<file path="src/rtl/vga_timing_gen.sv">
// Line-based VGA timing and pattern generator: h/v counters -> stage 1 (pix_req, x/y) -> stage 2 (syncs, de, RGB).
// pix_req/x/y lag the counters by 1 clk; syncs/de/pulses/RGB by 2 clk. Free-running, no backpressure.
module vga_timing_gen #(
   parameter int H_ACTIVE   = 640,
   parameter int H_FP       = 16,
   parameter int H_SYNC     = 96,
   parameter int H_BP       = 48,
   parameter int V_ACTIVE   = 480,
   parameter int V_FP       = 10,
   parameter int V_SYNC     = 2,
   parameter int V_BP       = 33,
   parameter bit H_POL      = 1'b0,
   parameter bit V_POL      = 1'b0,
   parameter int COLOR_BITS = 4,
   parameter int BAR_SHIFT  = 6,
   parameter int CHK_SHIFT  = 5,
   localparam int H_TOTAL   = H_ACTIVE + H_FP + H_SYNC + H_BP,
   localparam int V_TOTAL   = V_ACTIVE + V_FP + V_SYNC + V_BP,
   localparam int HW        = $clog2(H_TOTAL),
   localparam int VW        = $clog2(V_TOTAL)
) (
   input  logic                    clk_60Mhz,
   input  logic                    reset_,
   input  logic                    i_en,
   input  logic [1:0]              i_mode,
   input  logic [3*COLOR_BITS-1:0] i_ext_rgb,
   output logic                    o_pix_req,
   output logic [HW-1:0]           o_x,
   output logic [VW-1:0]           o_y,
   output logic                    o_hsync,
   output logic                    o_vsync,
   output logic                    o_de,
   output logic [COLOR_BITS-1:0]   o_r,
   output logic [COLOR_BITS-1:0]   o_g,
   output logic [COLOR_BITS-1:0]   o_b,
   output logic                    o_frame_start,
   output logic                    o_line_start
);

   localparam logic [HW-1:0] H_LAST = HW'(H_TOTAL - 1);
   localparam logic [HW-1:0] H_VIS  = HW'(H_ACTIVE);
   localparam logic [HW-1:0] H_SS   = HW'(H_ACTIVE + H_FP);
   localparam logic [HW-1:0] H_SE   = HW'(H_ACTIVE + H_FP + H_SYNC);
   localparam logic [VW-1:0] V_LAST = VW'(V_TOTAL - 1);
   localparam logic [VW-1:0] V_VIS  = VW'(V_ACTIVE);
   localparam logic [VW-1:0] V_SS   = VW'(V_ACTIVE + V_FP);
   localparam logic [VW-1:0] V_SE   = VW'(V_ACTIVE + V_FP + V_SYNC);
   localparam logic [COLOR_BITS-1:0] ONES = {COLOR_BITS{1'b1}};

   logic [HW-1:0]         h_cnt_q, h_cnt_d;
   logic [VW-1:0]         v_cnt_q, v_cnt_d;
   logic [1:0]            mode_q, mode_d;
   logic                  pix_q, pix_d, hs1_q, hs1_d, vs1_q, vs1_d;
   logic [HW-1:0]         x_q, x_d;
   logic [VW-1:0]         y_q, y_d;
   logic                  hsync_q, hsync_d, vsync_q, vsync_d, de_q, de_d;
   logic                  line_q, line_d, frame_q, frame_d;
   logic [COLOR_BITS-1:0] r_q, r_d, g_q, g_d, b_q, b_d;
   logic [2:0]            bar_idx;
   logic                  chk_bit;

   assign bar_idx = 3'(x_q >> BAR_SHIFT);
   assign chk_bit = x_q[CHK_SHIFT] ^ y_q[CHK_SHIFT];

   always_comb begin
      h_cnt_d = h_cnt_q;
      v_cnt_d = v_cnt_q;
      if (!i_en) begin
         h_cnt_d = '0;
         v_cnt_d = '0;
      end else if (h_cnt_q == H_LAST) begin
         h_cnt_d = '0;
         v_cnt_d = (v_cnt_q == V_LAST) ? '0 : v_cnt_q + 1'b1;
      end else begin
         h_cnt_d = h_cnt_q + 1'b1;
      end
      // Mode only changes at the top-left of a frame so a frame is never torn.
      mode_d = (h_cnt_q == '0 && v_cnt_q == '0) ? i_mode : mode_q;
   end

   always_comb begin
      pix_d = 1'b0;
      x_d   = '0;
      y_d   = '0;
      hs1_d = ~H_POL;
      vs1_d = ~V_POL;
      if (i_en) begin
         pix_d = (h_cnt_q < H_VIS) && (v_cnt_q < V_VIS);
         x_d   = pix_d ? h_cnt_q : x_q;
         y_d   = pix_d ? v_cnt_q : y_q;
         hs1_d = (h_cnt_q >= H_SS && h_cnt_q < H_SE) ? H_POL : ~H_POL;
         vs1_d = (v_cnt_q >= V_SS && v_cnt_q < V_SE) ? V_POL : ~V_POL;
      end
   end

   always_comb begin
      hsync_d = hs1_q;
      vsync_d = vs1_q;
      de_d    = pix_q;
      line_d  = pix_q && (x_q == '0);
      frame_d = pix_q && (x_q == '0) && (y_q == '0);
      r_d     = '0;
      g_d     = '0;
      b_d     = '0;
      if (pix_q) begin
         case (mode_q)
            2'd1: begin
               r_d = bar_idx[0] ? ONES : '0;
               g_d = bar_idx[1] ? ONES : '0;
               b_d = bar_idx[2] ? ONES : '0;
            end
            2'd2: begin
               r_d = chk_bit ? ONES : '0;
               g_d = chk_bit ? ONES : '0;
               b_d = chk_bit ? ONES : '0;
            end
            2'd3:    {r_d, g_d, b_d} = i_ext_rgb;
            default: ;
         endcase
      end
   end

   always_ff @(posedge clk_60Mhz or negedge reset_) begin
      if (!reset_) begin
         h_cnt_q <= '0;
         v_cnt_q <= '0;
         mode_q  <= '0;
         pix_q   <= 1'b0;
         x_q     <= '0;
         y_q     <= '0;
         hs1_q   <= ~H_POL;
         vs1_q   <= ~V_POL;
         hsync_q <= ~H_POL;
         vsync_q <= ~V_POL;
         de_q    <= 1'b0;
         line_q  <= 1'b0;
         frame_q <= 1'b0;
         r_q     <= '0;
         g_q     <= '0;
         b_q     <= '0;
      end else begin
         h_cnt_q <= h_cnt_d;
         v_cnt_q <= v_cnt_d;
         mode_q  <= mode_d;
         pix_q   <= pix_d;
         x_q     <= x_d;
         y_q     <= y_d;
         hs1_q   <= hs1_d;
         vs1_q   <= vs1_d;
         hsync_q <= hsync_d;
         vsync_q <= vsync_d;
         de_q    <= de_d;
         line_q  <= line_d;
         frame_q <= frame_d;
         r_q     <= r_d;
         g_q     <= g_d;
         b_q     <= b_d;
      end
   end

   assign o_pix_req     = pix_q;
   assign o_x           = x_q;
   assign o_y           = y_q;
   assign o_hsync       = hsync_q;
   assign o_vsync       = vsync_q;
   assign o_de          = de_q;
   assign o_line_start  = line_q;
   assign o_frame_start = frame_q;
   assign o_r           = r_q;
   assign o_g           = g_q;
   assign o_b           = b_q;

endmodule

</file>
<file path="config.mk">
export PLATFORM = sky130hd
export DESIGN_NAME = vga_timing_gen
export DESIGN_NICKNAME = d
export VERILOG_FILES = /design/src/rtl/vga_timing_gen.sv
export SDC_FILE = /design/constraint.sdc
export NUM_CORES = 1
export LEC_CHECK = 0
export BUFFER_PORTS_ARGS = -buffer_cell sky130_fd_sc_hd__buf_4
export CAP_MARGIN = 20
export CORE_MARGIN = 3
export CORE_UTILIZATION = 55
export CTS_CLUSTER_SIZE = 10
export DETAILED_ROUTE_END_ITERATION = 12
export GPL_ROUTABILITY_DRIVEN = 1
export PLACE_DENSITY = 0.79
export SLEW_MARGIN = 40
export SYNTH_ARGS = -nofsm -noshare
export SYNTH_HDL_FRONTEND = slang
export SYNTH_SLANG_ARGS = --single-unit
</file>
<file path="constraint.sdc">
create_clock -name clk_60Mhz -period 2.3 [get_ports clk_60Mhz]
set_input_delay 0.23 -clock clk_60Mhz [delete_from_list [all_inputs] [get_ports clk_60Mhz]]
set_output_delay 0.23 -clock clk_60Mhz [all_outputs]
set_load 0.02 [all_outputs]
</file>
==> flow_summary.yaml <==
placed_design:
  dpl.cell_count: 372
  io_buffer_count: 54
  dp_hpwl_mm: 4.76
  post-place-ws_ns: 0.146
  place.gp.congestion: 0.865
min_path:
  holdCritStartpoint: "i_mode[0]"
  min_path_type: "in -> reg"
  min_delay_path_depth: 2
timing:
  setup_viol: 0
  fmax_mhz: 460
  timing.final.ws_setup_ns: 0.127
  setup_tns_ns: 0
  finalCriticalPeriod_ns: 2.17
  finalHoldViolCount: 0
  drv_slew: 0
  timing.slew.headroom_pct: 49.2
  clock_skew_ns: 0.00550
  rsz0062_at_grt: "no"
  finalCritPeriodShare_pct: 94.5
  tightest_slew_ns: 0.762
synthesis:
  synth.distinct_cells: 44
  synth_edf_count: 0
  ys_seq_area_share_pct: 54.9
  synth.avg_cell_area_sq_um: 11.1
  ys_ff_latch: 62
  syn_area_sq_um: 2840
  ys_warn_count: 0
  synth_ff_type: "dfrtp_1"
  synth_fp_nets: 277
  syn_inst: 256
  synth-async-reset-ratio_pct: 100
power_and_ir_drop:
  ir_worst_vdd_mv: 0.492
  internal-power_mw: 2.15
  p_leak_nw: 1.75
  p_sw_mw: 0.678
  sequentialPowerShare_pct: 43.2
  p_per_area_nw_per_um2: 782
  clkPwrFrac_pct: 45.6
  sw_frac_of_total_pct: 23.9
  share_comb_of_total_power_pct: 11.2
grt:
  grt_pass1_vias: 2226
  grt_max_degree: 63
  grt_usage_pct: 24.7
  grt_pass1_wl_mm: 11.5
  overflow: 0
  antenna_found_initial: 0
final_layout:
  instances_no_fill: 389
  syn_to_final_growth_pct: 27.8
  diodes: 0
  drive_gt1_share_pct: 30.1
  layout.nets: 338
  post-route-util_pct: 74.7
  fillers: 322
clock_network:
  root_buffer: "clkbuf_8"
  tritoncts: "done"
  clk_pin_slew_worst_paths_ns: 0.07
  cts_setup_buffers: 0
  htree_levels: 3
  postCtsHoldBufs: 1
  cts_resized: 0
  cts_max_path_buffers: 2
  insertion_delay_ns: 0.34
  cts_num_sinks: 62
  cts_buffers: 9
flow_run:
  maxCapViolations: 0
route:
  vias: 2304
  drtAntennaViolNets: 0
  drt-pass1-iter-count: 4
  drtIter0Drc: 195
  drc: 0
  postRouteWirelength_mm: 6.95
  viasPerCell: 5.92
  wl_per_cell_um: 17.9
floorplanning:
  die-area_sq_um: 6050
  start_util_pct: 58.5
  chipWidth_um: 77.8
  die_h_um: 77.8
  core.rowCount: 25
  io_pins: 55
  coreArea_sq_um: 4850
setup_path:
  crit_arrival_ns: 2.40
  crit_type: "reg -> reg"
  reg2reg_depth: 5
  cp.required_ns: 2.53
  crit_start: "h_cnt_q[0]"
  cp-end-kind: "flip-flop"
  worstSetupStartpointType: "flip-flop"
  crit_fanout: 6
  r2r-start: "h_cnt_q[0]"
run_status:
  status: "complete, no violations"
[cell usage after synthesis (6+ instances only)]
| library cell | number | share of area [%] |
|---|---|---|
| and2_1 | 9 | 2.0 |
| a21boi_0 | 12 | 3.2 |
| nand2_1 | 11 | 1.5 |
| nor3_1 | 6 | 1.1 |
| and2_0 | 7 | 1.5 |
| dfrtp_1 | 58 | 51 |
| clkbuf_1 | 13 | 1.7 |
| nor2_1 | 13 | 1.7 |
| a22o_1 | 23 | 7.1 |
| nor4_1 | 6 | 1.3 |
| inv_1 | 7 | 0.93 |
| nand3_1 | 7 | 1.2 |
| o21ai_0 | 16 | 2.8 |
[stage by stage]
step	instance area (sq um)	hold slack (ns)	power [mW]
after floorplan	2840	-0.0656	1.41
after global placement	3340	0.340	1.55
after detailed placement	3340	0.348	1.56
after CTS	3620	0.118	2.84
after global routing	3620	0.119	2.94
final	3620	0.126	2.83
[final timing paths]
path	slack, ns	end
worst max-delay path	0.13	mode_q[0]
worst min-delay path	0.13	mode_q[0]
worst max register to register	0.13	mode_q[0]
worst min register to register	0.36	o_hsync
max in group asynchronous	1.28	v_cnt_q[6]
min in group asynchronous	0.52	o_r[1]
[registers in the layout, summed over array words and instances, names as in the netlist]
register	flops
mode_q	2
o_vsync	1
o_frame_start	1
o_x	10
o_y	10
o_hsync	1
v_cnt_q	10
h_cnt_q	10
o_b	4
o_de	1
o_g	4
hs1_q	1
o_pix_req	1
o_line_start	1
o_r	4
vs1_q	1
[final cells by class]
cell class                      instances  area [sq um]  share of cell area [%]
Tap cell                               67          83.8                    2.31
Multi-Input combinational cell        170          1180                    32.6
Clock inverter                          6           133                    3.66
Clock buffer                           10           138                    3.80
Sequential cell                        62          1560                    43.0
Inverter                                7          26.3                   0.725
Timing Repair Buffer                   67           505                    14.0
[power groups by stage]
stage               registers (mW)  logic (mW)  clock network [mW]
floorplan                     1.25       0.159                   0
global placement              1.24       0.308                   0
global route                  1.24       0.348                1.36
detailed placement            1.24       0.315                   0
finish                        1.22       0.317                1.29
CTS                           1.22       0.319                1.30
[worst max-delay path: stages, from the launching register on]
cell and delay, ns:
dfrtp_1 0.44, inv_1 0.08, ha_1 0.13, or4b_2 0.57
nor4_1 0.45, mux2_2 0.39
[kinds of logic (layout without fill, tap and decap cells)]
family	Yosys count	after routing	synth area share, %
AOI/OAI and AO/OA	63	63	16.8
xor gates and xnor gates	9	9	2.78
adders and majority gates	4	4	1.77
buffers and inverters	24	90	3.66
DFF	62	62	54.9
muxes	3	3	1.19
and+or+nand+nor	91	91	18.9
[metal layers]
layer  vias up  wire (um)  GRT usage (%)
met5         -          0              0
met4         0        137           11.7
met3        11        491           3.83
met2       102       3320           38.1
met1      1141       3000           34.3
li1       1050          -              -
[cells in the final DEF (no fill, tap or decap), drive strengths merged, types with 3 or more instances in the layout]
| cell type | instances |
|---|---|
| xnor2 | 4 |
| a22o | 23 |
| nand2 | 11 |
| or4b | 3 |
| nor4 | 7 |
| nor3 | 7 |
| xor2 | 5 |
| and2 | 16 |
| o31ai | 3 |
| nor2 | 13 |
| nand3 | 7 |
| bufinv | 4 |
| mux2 | 3 |
| or4 | 4 |
| inv | 7 |
| clkbuf | 10 |
| nand4 | 5 |
| and3 | 4 |
| o21ai | 16 |
| nor2b | 4 |
| dfstp | 4 |
| dfrtp | 58 |
| buf | 66 |
| ha | 4 |
| a21boi | 12 |
No activity file was read; power rests on OpenSTA's default activity.
